[src/rtl/serial_word_compare_pkg.sv]
// Shared types and constants for the serial MSB-first word comparator.
// The result encoding doubles as the {gt, lt} flag pair held by the top.
package serial_word_compare_pkg;

   localparam int WIDTH_DEFAULT = 8;

   typedef enum logic [1:0] {
      IDLE  = 2'd0,
      SHIFT = 2'd1,
      DONE  = 2'd2
   } state_e;

   typedef logic [1:0] result_t;

   localparam result_t RES_EQ = 2'b00;
   localparam result_t RES_GT = 2'b10;
   localparam result_t RES_LT = 2'b01;

endpackage

[src/rtl/serial_word_compare_cmp_bit_cell.sv]
// Combinational single-bit magnitude cell, reused once per cycle on the
// current MSBs of the two shift registers.
module cmp_bit_cell (
   input  logic a,
   input  logic b,
   output logic eq,
   output logic neq,
   output logic gt,
   output logic lt
);

   assign eq  = ~(a ^ b);
   assign neq = a ^ b;
   assign gt  = a & ~b;
   assign lt  = ~a & b;

endmodule

[src/rtl/serial_word_compare.sv]
// Serial unsigned comparator: one bit per cycle MSB-first, fixed WIDTH-cycle
// compare phase, valid/ready handshakes on both sides.
module serial_word_compare
   import serial_word_compare_pkg::*;
#(
   parameter int WIDTH = WIDTH_DEFAULT
) (
   input  logic             clk,
   input  logic             rst_n,
   input  logic             in_valid,
   output logic             in_ready,
   input  logic [WIDTH-1:0] in_a,
   input  logic [WIDTH-1:0] in_b,
   output logic             out_valid,
   input  logic             out_ready,
   output logic             eq,
   output logic             neq,
   output logic             gt,
   output logic             lt
);

   localparam int CW = $clog2(WIDTH);

   state_e           state_q, state_d;
   logic [WIDTH-1:0] a_q, a_d;
   logic [WIDTH-1:0] b_q, b_d;
   logic [CW-1:0]    cnt_q, cnt_d;
   result_t          res_q, res_d;

   logic    cell_eq, cell_neq, cell_gt, cell_lt;
   result_t bit_res;

   cmp_bit_cell u_cell (
      .a   (a_q[WIDTH-1]),
      .b   (b_q[WIDTH-1]),
      .eq  (cell_eq),
      .neq (cell_neq),
      .gt  (cell_gt),
      .lt  (cell_lt)
   );

   assign bit_res = (cell_neq && !cell_eq) ? {cell_gt, cell_lt} : RES_EQ;

   always_ff @(posedge clk or negedge rst_n) begin
      if (!rst_n) begin
         state_q <= IDLE;
         a_q     <= '0;
         b_q     <= '0;
         cnt_q   <= '0;
         res_q   <= RES_EQ;
      end else begin
         state_q <= state_d;
         a_q     <= a_d;
         b_q     <= b_d;
         cnt_q   <= cnt_d;
         res_q   <= res_d;
      end
   end

   always_comb begin
      state_d = state_q;
      a_d     = a_q;
      b_d     = b_q;
      cnt_d   = cnt_q;
      res_d   = res_q;
      case (state_q)
         IDLE: begin
            if (in_valid) begin
               a_d     = in_a;
               b_d     = in_b;
               res_d   = RES_EQ;
               cnt_d   = CW'(WIDTH - 1);
               state_d = SHIFT;
            end
         end
         SHIFT: begin
            // Only the first differing bit decides; later bits cannot override it.
            if (res_q == RES_EQ) begin
               res_d = bit_res;
            end
            a_d = {a_q[WIDTH-2:0], 1'b0};
            b_d = {b_q[WIDTH-2:0], 1'b0};
            if (cnt_q == '0) begin
               state_d = DONE;
            end else begin
               cnt_d = cnt_q - CW'(1);
            end
         end
         DONE: begin
            if (out_ready) begin
               state_d = IDLE;
            end
         end
         default: state_d = IDLE;
      endcase
   end

   assign in_ready  = (state_q == IDLE);
   assign out_valid = (state_q == DONE);
   assign gt        = out_valid && (res_q == RES_GT);
   assign lt        = out_valid && (res_q == RES_LT);
   assign neq       = gt | lt;
   assign eq        = out_valid && !(gt | lt);

endmodule

[config.mk]
export PLATFORM = sky130hd
export DESIGN_NAME = serial_word_compare
export DESIGN_NICKNAME = d
export VERILOG_FILES = /design/src/rtl/serial_word_compare_pkg.sv /design/src/rtl/serial_word_compare_cmp_bit_cell.sv /design/src/rtl/serial_word_compare.sv
export SDC_FILE = /design/constraint.sdc
export NUM_CORES = 1
export LEC_CHECK = 0
export ABC_AREA = 1
export BUFFER_PORTS_ARGS = -buffer_cell sky130_fd_sc_hd__buf_2
export CORE_MARGIN = 2
export CORE_UTILIZATION = 45
export CTS_CLUSTER_SIZE = 12
export DETAILED_ROUTE_END_ITERATION = 6
export PLACE_DENSITY = 0.66
export SLEW_MARGIN = 15
export SYNTH_ARGS = -nofsm -noshare
export SYNTH_HDL_FRONTEND = slang
export SYNTH_SLANG_ARGS = --single-unit
[constraint.sdc]
create_clock -name clk -period 2.7 [get_ports clk]
set_clock_uncertainty 0.15 [all_clocks]
set_input_delay 0.81 -clock clk [delete_from_list [all_inputs] [get_ports clk]]
set_output_delay 0.81 -clock clk [all_outputs]
set_load 0.1 [all_outputs]
---- After elaboration in Yosys (flattened, before gate mapping) ----
Cells that the tools add are included.
word-level totals
  register bits after elaboration ......... 23
  bits of input ports ..................... 20
  output and inout bits ................... 6
  logic and storage cells ................. 48
operators by class
  $add $sub $neg .......................... 1
  eq/ne operators ......................... 9
  multiplexer cells ....................... 15
  bitwise operators ....................... 6
  reduce and logical (&&, ||, !) cells .... 12
operator list
  operator                                                               count
  8-bit one-hot mux with 2 select lines                                  2
  8-bit two-way mux                                                      2
  2-bit two-way mux                                                      6
  3-bit AND reduction                                                    3
  2-bit != test, second input constant                                   4
  3-bit two-way mux                                                      2
  2-bit one-hot mux with 3 select lines                                  1
  3-bit one-hot mux with 2 select lines                                  1
  2-bit by 1-bit equality test with 1-bit output, second input constant  2
  2-bit equality test, second input constant                             2
  2-bit zero test                                                        2
  2-bit one-hot mux with 2 select lines                                  1
  1-bit logical AND                                                      3
  3-bit zero test                                                        1
  3-bit by 1-bit subtractor with 3-bit output, second input constant     1
  1-bit AND                                                              2
  2-bit by 1-bit != test with 1-bit output, second input constant        1
  1-bit inverter                                                         2
  2-bit AND reduction                                                    1
  2-bit nonzero test                                                     1
  1-bit zero test                                                        1
  1-bit OR                                                               1
  1-bit XOR                                                              1

---- Depth between registers and ports, before layout ----
  word-level depth ........................ 5
  gate-level depth with buffers ........... 7
  depth with buffers taken out ............ 7

---- Modules after synthesis ----
Synthesis repeated with hierarchy kept, for this count alone.
second synthesis, totals
  cells, all modules ...................... 182
  area, all modules ....................... 1290.0 µm²
by module, submodules not included
  module               instances  cells each  area each (µm²)  sequential area each (µm²)
  serial_word_compare  1          177         1253.7           575.6
  cmp_bit_cell         1          5           36.3             0.0

---- Least setup slack after synthesis ----
Ideal clock, no wire load.
  kind .................................... register to output
  start point ............................. register state_q[1]
  end point ............................... output neq
  arrival time ............................ 3.154 ns
  required time ........................... 1.740 ns
  path slack .............................. -1.414 ns
  cell stages (with the launch flop) ...... 6
  buffers on the path ..................... 1
  path through ............................ dfrtp_1 -> inv_1 -> buf_4 -> nor2_2 -> inv_1 -> a21oi_1
on the way
  longest elaborated chain between the ends .. 3
  elaborated cells between the ends (all ways) .. 4
  those cells by class .................... eq/ne: 1; bitwise: 1; reduce/logical: 2
RTL lines
  item                                  RTL line                                                RTL
  start: declaration                    serial_word_compare.sv:24                               state_e state_q, state_d;
  start signal: assignment              serial_word_compare.sv:52                               state_q <= state_d;
  2-bit equality test (*)               serial_word_compare.sv:99                               assign out_valid = (state_q == DONE);
  net out_valid                         serial_word_compare.sv:14                               output logic out_valid,
  1-bit logical AND (on tied branches)  serial_word_compare.sv:100, serial_word_compare.sv:101
  1-bit OR (*)                          serial_word_compare.sv:102                              assign neq = gt | lt;
  end: declaration                      serial_word_compare.sv:17                               output logic neq,
Mark *: on every way through the listed nets, which the timed path passes. The rest lies on a longest branch.

---- Final worst setup path ----
  start point ............................. register state_q[1]
  end point ............................... output gt
on the way
  longest elaborated chain between the ends .. 2
RTL lines
  item                 RTL line                    RTL
  2-bit equality test  serial_word_compare.sv:99
  1-bit logical AND    serial_word_compare.sv:100  assign gt = out_valid && (res_q == RES_GT);
  end: declaration     serial_word_compare.sv:18   output logic gt,
Every way passes these cells.

==> reports/metrics.cfg <==
[timing]
min_period_ns=2.538
setup_viol=0
rsz0062_at_grt=no
fmax_mhz=394.0
max_slew_margin_pct=64.88
fin_ws_ns=0.1620
hold_violations=0
fin_crit_sh_pct=94.00
max_slew.worst_pin.slew_ns=0.5267
tns_ns=0
maxSlewViolCount=0

[place]
gp_congestion=0.7452
dp_hpwl_um=1795
dp_slack_ns=0.4095
port_buffers=25

[cts]
clockBufferDepth=2
cts_buffers=3
htree_levels=1
clkSinkCount=23
ctsHoldBuffers=0
cts_setup_buffers=0
tritoncts=done
cts_resized=0
cts.clk_slew.worst_paths_ns=0.13
root_buffer=clkbuf_4
insertion_delay_ns=0.31

[yosys]
yosysWarningCount=0
async_flop_share_pct=100.0
syn-cell-area_mm2=0.001255
synth_area_leaders=dfrtp_1, nand2_1, nand3_1
synth_seq_cells=23
synth_top_family_by_area=simple AND/OR/NAND/NOR gates
synth-simple-area-share_pct=42.77
synthTopCellsByCount=nand2_1, nand3_1, dfrtp_1
synth_edf_count=0
syn_area_per_cell_um2=7.050
synth_ff_type=dfrtp_1
yosysTopAreaCell=dfrtp_1
muxShareOfSynthArea_pct=0
synth_sequential_area_ratio_pct=45.86
synthesis.nets=200
synth_xor_area_share_pct=0
syn_inst=178
synth.most_common_cell=nand2_1
synth-compound-area-share_pct=1.296
synth_top_area_share_pct=45.86
synth_fa_ha_area_share_pct=1.994
yosys.cell_types.count=15

[power]
p_sw_share_pct=47.97
p_leak_nw=0.8489
powerDensity_mw_per_mm2=1015
vdd_drop_max_v=0.0006463
sequentialPowerShare_pct=37.5
power_frac_clock_pct=11.0
comb_power_share_pct=51.5
switching_power_uw=716.9
p_int_uw=777.5

[global_routing]
grt_usage_pct=18.42
overflow=0
grt_first_pass_wirelength_um=4767
grt_pass1_vias=1184
antenna_found_initial=0
grt_max_degree=24

[floorplanning]
start_util_pct=46.31
dieHeight_um=56.81
fp.dieW_um=56.81
core_area_mm2=0.002710
io_pins=26
rows=19
dieArea_mm2=0.003227

[critical_path]
worstPathMaxFanout=20
critPathKind=flop to primary output
rrSetupSlack_ns=0.96
worst_ep_required_time_ns=1.74
r2r-end=b_q[6]
endpoint_kind=primary output
worstPathArrival_ns=1.58
cp-startpoint=state_q[1]
timing.rr.start=state_q[1]
critical_path.startpoint_type=flop
r2r_cells=5

[routing]
first_iter_violations=29
vias=1166
drcViolationCount=0
post_drt_wl_per_cell_um=11.09
routed_wl_um=2573
vias_per_cell=5.026
antenna_left=0
first_pass_iters=4

[finish]
nets=224
antenna_cells=0
final_layout_size_suffix_gt1_share_pct=21.39
area_delta_synth_final_pct=17.35

[hold_path]
hold_class=primary input to async pin

[flow_run]
cap_violations=0

[outcome]
status=finished, final reports clean

## cell families after synthesis
kind of cell / after synthesis
flip-flops: 23
AO/OA/AOI/OAI: 3
buffers and inverters: 20
AND/OR/NAND/NOR: 130
adder cells (fa/ha/maj): 2
## cell usage in the layout, fill, tap and decap left out
cell type,instances
nand2_1,92
nand3_1,25
dfrtp_1,23
buf_2,21
inv_1,9
clkbuf_4,5
nand2_2,4
nor2_1,4
nor2_4,3
inv_2,2
ha_1,2
buf_12,2
nor2_2,1
inv_4,1
or2_2,1
a21oi_4,1
clkinvlp_4,1
o22ai_1,1
a21oi_1,1
clkbuf_1,1
buf_4,1
## flip-flops by register name, indices dropped and copies added (netlist names)
signal,count
res_q,2
cnt_q,3
a_q,8
b_q,8
state_q,2
## through the flow
| stage | utilization (%) | hold slack [ns] | std cells | power, mW | cell area [µm²] |
|---|---|---|---|---|---|
| floorplan | - | 0.2925 | 178 | 1.220 | 1296 |
| global placement | 53.19 | 0.3128 | 228 | 1.322 | 1441 |
| detailed placement | 53.19 | 0.3127 | 228 | 1.345 | 1441 |
| CTS | 54.16 | 0.3138 | 232 | 1.510 | 1468 |
| global route | 54.34 | 0.3372 | 232 | 1.651 | 1473 |
| finish | 54.34 | 0.2986 | 232 | 1.494 | 1473 |
## critical path, stage by stage (launching register included)
cell and delay (ns):
dfrtp_1 0.43, inv_2 0.18, nor2_4 0.18, inv_4 0.07, nor2_4 0.07, clkbuf_4 0.33
## power by group through the flow
stage                     combinational, mW  clock (mW)  sequential, mW
after global routing                  0.896       0.178           0.577
after global placement                0.760           0           0.562
after floorplan                       0.673           0           0.547
after detailed placement              0.780           0           0.566
after CTS                             0.782       0.169           0.559
final                                 0.769       0.164           0.561
## how the worst max path moves through the flow
stage                      to  cells past startpoint
after CTS                  gt                      5
after detailed placement   gt                      5
after global placement     gt                      5
final                      gt                      5
after floorplan           neq                      5
after global routing       gt                      5
## area by class of cell
type                    instances  area, µm²
fillers                       264       1237
well taps                      31      38.79
repair buffers                 26      167.7
flip-flops and latches         23      575.6
multi-input cells             135      609.3
clock buffers                   4      26.28
inverters                      13      55.05
## per-layer routing
layer	up-vias	track usage [%]	part of all wire (%)
met5	-	0	0
li1	596	-	-
met4	0	7.309	1.0
met2	36	32.89	48
met3	4	2.304	5.7
met1	530	22.32	46
(Power assumes the default switching activity.)
